**src/rtl/reset_sequencer.sv**
```systemverilog
// Reset release sequencer: filters PLL lock, holds, then releases reset channels in order.
// Optional lock-loss event counter is enabled by defining RSTSEQ_LOCK_LOSS_CNT_EN.
module reset_sequencer #(
    parameter int NUM_OUT     = 3,
    parameter int LOCK_SYNC   = 2,
    parameter int LOCK_FILT   = 3,
    parameter int HOLD_CYCLES = 4,
    parameter int STAGE_GAP   = 2
) (
    input  logic               clk,
    input  logic               rst_n,
    input  logic               req,
    input  logic               pll_lock,
    output logic [NUM_OUT-1:0] reset_out,
    output logic               done
`ifdef RSTSEQ_LOCK_LOSS_CNT_EN
    ,
    output logic [7:0]         lock_loss_cnt
`endif
);

    // state       | meaning
    // S_WAIT_LOCK | all channels in reset, waiting for filtered lock and no request
    // S_HOLD      | lock good, counting HOLD_CYCLES before the first release
    // S_RELEASE   | releasing channels one by one every STAGE_GAP cycles
    // S_RUN       | every channel released, done high
    localparam logic [1:0] S_WAIT_LOCK = 2'd0;
    localparam logic [1:0] S_HOLD      = 2'd1;
    localparam logic [1:0] S_RELEASE   = 2'd2;
    localparam logic [1:0] S_RUN       = 2'd3;

    localparam logic [3:0]  FILT_MAX   = 4'(LOCK_FILT);
    localparam logic [15:0] HOLD_LOAD  = 16'(HOLD_CYCLES - 1);
    localparam logic [7:0]  STAGE_LOAD = 8'(STAGE_GAP - 1);

    logic [LOCK_SYNC-1:0] sync_q;
    logic                 lock_sync;
    logic [3:0]           filt_q;
    logic                 lock_ok;

    logic [1:0]         state_q, state_d;
    logic [NUM_OUT-1:0] out_q, out_d;
    logic               done_q, done_d;
    logic [15:0]        hold_q, hold_d;
    logic [7:0]         stage_q, stage_d;

    assign lock_sync = sync_q[LOCK_SYNC-1];
    assign lock_ok   = (filt_q == FILT_MAX);

    // Synchroniser and lock filter run regardless of req and sequencing state.
    always_ff @(posedge clk or negedge rst_n) begin
        if (!rst_n) begin
            sync_q <= '0;
            filt_q <= '0;
        end else begin
            sync_q <= {sync_q[LOCK_SYNC-2:0], pll_lock};
            if (!lock_sync) begin
                filt_q <= '0;
            end else if (filt_q != FILT_MAX) begin
                filt_q <= filt_q + 4'd1;
            end
        end
    end

    always_comb begin
        state_d = state_q;
        out_d   = out_q;
        done_d  = done_q;
        hold_d  = hold_q;
        stage_d = stage_q;
        if (req || !lock_ok) begin
            state_d = S_WAIT_LOCK;
            out_d   = '1;
            done_d  = 1'b0;
        end else begin
            case (state_q)
                S_WAIT_LOCK: begin
                    state_d = S_HOLD;
                    hold_d  = HOLD_LOAD;
                end
                S_HOLD: begin
                    if (hold_q == 16'd0) begin
                        out_d   = out_q << 1;
                        stage_d = STAGE_LOAD;
                        state_d = (out_d == '0) ? S_RUN : S_RELEASE;
                        done_d  = (out_d == '0);
                    end else begin
                        hold_d = hold_q - 16'd1;
                    end
                end
                S_RELEASE: begin
                    if (stage_q == 8'd0) begin
                        out_d   = out_q << 1;
                        stage_d = STAGE_LOAD;
                        state_d = (out_d == '0) ? S_RUN : S_RELEASE;
                        done_d  = (out_d == '0);
                    end else begin
                        stage_d = stage_q - 8'd1;
                    end
                end
                S_RUN: begin
                    state_d = S_RUN;
                end
                default: begin
                    state_d = S_WAIT_LOCK;
                    out_d   = '1;
                    done_d  = 1'b0;
                end
            endcase
        end
    end

    always_ff @(posedge clk or negedge rst_n) begin
        if (!rst_n) begin
            state_q <= S_WAIT_LOCK;
            out_q   <= '1;
            done_q  <= 1'b0;
            hold_q  <= '0;
            stage_q <= '0;
        end else begin
            state_q <= state_d;
            out_q   <= out_d;
            done_q  <= done_d;
            hold_q  <= hold_d;
            stage_q <= stage_d;
        end
    end

    assign reset_out = out_q;
    assign done      = done_q;

`ifdef RSTSEQ_LOCK_LOSS_CNT_EN
    logic [7:0] loss_q;

    // Only lock loss out of an active sequence counts; req-driven restarts do not.
    always_ff @(posedge clk or negedge rst_n) begin
        if (!rst_n) begin
            loss_q <= '0;
        end else if (!lock_ok && (state_q != S_WAIT_LOCK) && (loss_q != 8'hFF)) begin
            loss_q <= loss_q + 8'd1;
        end
    end

    assign lock_loss_cnt = loss_q;
`endif

endmodule

```
**config.mk**
```make
export PLATFORM = sky130hd
export DESIGN_NAME = reset_sequencer
export DESIGN_NICKNAME = d
export VERILOG_FILES = /design/src/rtl/reset_sequencer.sv
export SDC_FILE = /design/constraint.sdc
export NUM_CORES = 1
export LEC_CHECK = 0
export CAP_MARGIN = 20
export CORE_UTILIZATION = 35
export CTS_BUF_LIST = sky130_fd_sc_hd__clkbuf_16
export DETAILED_ROUTE_END_ITERATION = 12
export PLACE_DENSITY = 0.54
export SETUP_SLACK_MARGIN = 0.02
export SLEW_MARGIN = 15
export SYNTH_ARGS = -nofsm -noshare
export SYNTH_HDL_FRONTEND = slang
export SYNTH_SLANG_ARGS = --single-unit
export TNS_END_PERCENT = 50
```
**constraint.sdc**
```tcl
create_clock -name clk -period 2.66 [get_ports clk]
set_input_delay 0.532 -clock clk [delete_from_list [all_inputs] [get_ports clk]]
set_output_delay 0.532 -clock clk [all_outputs]
set_load 0.005 [all_outputs]
```
After elaboration in Yosys (flattened, before gate mapping)
Index checks and enable logic that the tools add are counted.
- bits in registers: 36
- bits in latches: 0
- RAM bits: 0
- memory bits (read-only): 0
- output and inout bits: 4
- memories kept: 0
- add/subtract/negate cells: 3
- multipliers: 0
- divide/modulo/power cells: 0
- magnitude comparators: 0
- equality and inequality tests: 10
- shift operators: 0
- multiplexer cells: 20
- bitwise operators: 1
- reductions and logical operators: 13
- operators by type and width (kind ; count):
    16-bit case mux with 2 select lines ; 1
    16-bit zero test ; 1
    16-bit 2-to-1 mux ; 1
    8-bit 2-to-1 mux ; 2
    8-bit case mux with 2 select lines ; 1
    16-bit by 1-bit subtractor with 16-bit output, second input constant ; 1
    3-bit 2-to-1 mux ; 3
    3-bit AND reduction ; 3
    8-bit zero test ; 1
    4-bit 2-to-1 mux ; 2
    2-bit case mux with 4 select lines ; 1
    8-bit by 1-bit subtractor with 8-bit output, second input constant ; 1
    2-bit 2-to-1 mux ; 3
    3-bit inequality test, second input constant ; 2
    3-bit case mux with 2 select lines ; 1
    4-bit by 1-bit adder with 4-bit output, second input constant ; 1
    2-bit == test, second input constant ; 2
    4-bit by 2-bit == test with 1-bit output, second input constant ; 1
    1-bit 2-to-1 mux ; 4
    2-bit inequality test, second input constant ; 2
    4-bit by 2-bit inequality test with 1-bit output, second input constant ; 1
    2-bit nonzero test ; 2
    3-bit zero test ; 1
    3-bit nonzero test ; 1
    other kinds (8) ; 8

Longest topological paths before layout
- word-level depth: 5
- depth in mapped cells: 9

Least setup slack after synthesis
Ideal clock, no wire load.
- path type: input-to-reg
- from: input req
- to: register hold_q[10]
- arrival time: 2410 ps
- data required time: 2586 ps
- setup slack: 177 ps
- stages on the path: 6
- path through: or4b_1 > buf_2 > or4_1 > buf_2 > or4b_4 > a21oi_2
- cells in the longest elaborated chain, start to end: 3
- ends and longest elaborated chain (element ; RTL line ; text):
    start: declaration ; 12 ; input logic req,
    1-bit logical OR ; 71 ; if (req || !lock_ok) begin
    1-bit NOT (no source line) ; n/a ;
    3-bit AND reduction (no source line) ; n/a ;
    end signal: assignment ; 124 ; hold_q <= hold_d;
    end: declaration ; 44 ; logic [15:0] hold_q, hold_d;
Every way passes these cells.
A chain may end at the register's enable or synchronous reset.

Worst setup path after layout
Ends and elaborated chain as after synthesis.

==> results.ini <==
[placed_design]
port_buffers=7
globalplace.congestion=0.7746
hpwl_microns=3132
post_dp_cell_area_sq_um=2325

[clock_network]
path_clk_slew_ns=0.06
cts_tree=done
post_cts_buffers=0
clockRootBuffer=clkbuf_16
numCtsBuffers=5
clk_latency_ns=0.28
clk_path_buf_depth=2
h-tree-depth=2
numClockSinks=36

[cells_and_area]
diodes=0
final_layout_size_suffix_gt1_share_pct=15.52
fillers=545
stdcell_area_sq_um=2477
fin_nets=244
area_growth_pct=18.56

[floorplanning]
start_util_pct=37.04
rows=27
die_width_microns=79.27
fp.dieH_microns=79.27
coreArea_sq_um=5642
io_pins=8
die_area_sq_um=6283

[worst_setup_path]
crit_arrival_ns=2.71
ff2ff_setup_slack_ns=0.21
reg2reg_depth=4
slowest_delay_ns=0.60
path_max_fanout=6
cpMaxStageDelayCell=or4_4
r2r-start=hold_q[4]$_DFFE_PN0P_
r2r-end=hold_q[15]$_DFFE_PN0P_
cp-end-kind=flop
crit_chain=clkdlybuf4s50_1 > or4b_1 > or4_4 > or4b_4 > a21oi_2
cp-start-kind=primary input
crit_type=primary input to flop
worstPathRequired_ns=2.86

[synth]
ys_types=42
yosysWarningCount=0
synth_top_area_share_pct=39.52
synth_edf_count=0
synth_area_sq_um=2090
synth_seq_area_share_pct=43.29
ys_ff_latch=36
async_flop_share_pct=100.0
syn_inst=213
synth_ff_type=dfrtp_1
avgSynthCellArea_sq_um=9.810
synthTopCellsByCount=33 x dfrtp_1, 17 x a21oi_1, 17 x or4_1
yosysTopAreaCell=dfrtp_1
syn_nets=226
yosysMostFrequentCell=dfrtp_1
synth_area_leaders=dfrtp_1 40%, or4_1 6.1%, ha_1 5.4%, mux2i_1 5.3%, o31ai_1 4.3%

[route]
ant_nets=0
post_drt_wl_per_cell_microns=14.23
post-route-drc-count=0
vias=1708
firstDrtPassIters=4
initialDrtViolationCount=62
drt-total-wl_microns=4327
route.detailed.vias_per_inst=5.618

[pwr]
ir_worst_vdd_uv=403.7
sequentialPowerShare_pct=39.4
total_power_uw=1979
intPower_uw=1303
p_sw_uw=676.2
swShare_pct=34.16
leakagePower_uw=0.001021
power.share.clock_pct=29.3
p_comb_share_pct=31.2
powerDensity_nw_per_um2=799.0

[job]
cap_viol_max_count=0

[sta]
fin_crit_sh_pct=94.24
finalHoldViolations=0
tightest_slew_ns=0.7932
fmax_mhz=398.9
drv_slew=0
min_period_ns=2.507
rsz0062_at_grt=false
relSlewSlack_pct=47.12
setup_viol=0
fin_worst_skew_ns=0.006641

[hold_path]
min_path_type=primary input to asynchronous set/reset pin

[global_route]
use_met2_pct=25.60
grt_pass1_vias=1634
gr-total-overflow=0
grt_antenna_before_repair=0
grt_start_max_net_pins=37
grt_pass1_wl_microns=7679
grt_use_met1_pct=20.77
busiest_layer=met2
track_usage_pct=15.84
grtUsageMet3_pct=4.023

[status]
status=complete, no violations

## per-layer routing
metal | vias to the layer above | part of all wire, %
li1 | 838 | -
met2 | 20 | 47
met4 | 0 | 0.97
met3 | 6 | 2.9
met1 | 844 | 49
met5 | - | 0
## worst max-delay path: cells and delay by family
| family | cells | cell delay [ns] |
|---|---|---|
| buf+inv | 1 | 0.41 |
| simple gates | 3 | 1.62 |
| compound gates | 1 | 0.15 |
## registers in the layout (all words and copies together), names as in the netlist
register	cells
stage_q	8
done	1
sync_q	2
state_q	2
reset_out	3
filt_q	4
hold_q	16
## repair_timing
item | CTS | global route
endpoints found under the setup margin | 0 | 2
gates resized for setup | 0 | 1
hold buffers | 0 | 0
## placed cells by master, fill, tap and decap left out, types with 3 or more instances in the layout
master | Yosys | final
nand2b_1 | 6 | 6
o21ai_1 | 3 | 3
clkbuf_16 | 0 | 5
ha_1 | 9 | 9
nand2_1 | 13 | 13
or4_1 | 17 | 16
a21oi_1 | 17 | 17
nor3_1 | 4 | 4
o41ai_1 | 4 | 4
dfstp_2 | 3 | 3
nor4_1 | 4 | 4
mux2i_1 | 11 | 11
or3_1 | 10 | 10
nor2_1 | 10 | 10
o31ai_1 | 12 | 12
buf_4 | 0 | 16
and2_1 | 3 | 3
inv_1 | 10 | 10
dfrtp_1 | 33 | 33
clkdlybuf4s50_1 | 0 | 6
## worst max path at each step
stage	to	start	slack [ns]	cells after the start
finish	hold_q[10]$_DFFE_PN0P_	req	0.15	5
global route	stage_q[4]$_DFFE_PN0P_	hold_q[0]$_DFFE_PN0P_	0.07	6
CTS	hold_q[10]$_DFFE_PN0P_	req	0.09	5
detailed placement	hold_q[10]$_DFFE_PN0P_	req	-0.19	5
global placement	hold_q[10]$_DFFE_PN0P_	req	-0.16	5
floorplan	hold_q[10]$_DFFE_PN0P_	req	0.18	6
## power groups by stage
stage	Combinational, uW	Sequential [uW]	Clock, uW
6_report	618	781	581
5_1_grt	705	807	615
4_1_cts	624	781	594
3_5_place_dp	622	789	0
3_3_place_gp	614	788	0
2_1_floorplan	445	748	0
## cells by family after synthesis
logic type | count (synthesis) | share of synthesized area (%)
compound gates | 51 | 16.89
fa+ha+maj | 9 | 5.389
flops | 36 | 43.29
xor+xnor | 2 | 0.8385
buf+inv | 22 | 4.132
mux | 11 | 5.270
simple gates | 82 | 24.19
## metrics by stage
| step | util [%] | std cells | hold slack (ns) | setup WS (ns) | TNS, ns |
|---|---|---|---|---|---|
| finish | 43.91 | 304 | 0.3351 | 0.1532 | 0 |
| global route | 43.91 | 304 | 0.3543 | 0.06939 | 0 |
| CTS | 43.85 | 304 | 0.3520 | 0.09355 | 0 |
| detailed placement | 41.21 | 296 | 0.3381 | -0.1942 | -0.5721 |
| global placement | 41.21 | 296 | 0.3366 | -0.1575 | -0.4641 |
| floorplan | - | 213 | 0.2364 | 0.1765 | 0 |
## layout make-up
type / count / area, sq um / share of cell area [%]
multi-input combinational: 155 / 1111 / 44.85
sequential: 36 / 904.6 / 36.52
timing repair buffer: 23 / 185.2 / 7.475
clock buffer: 5 / 125.1 / 5.050
tap: 72 / 90.09 / 3.636
inverter: 10 / 37.54 / 1.515
clock inverter: 3 / 23.77 / 0.9596
Note: power is estimated with default switching activity, not from simulation.
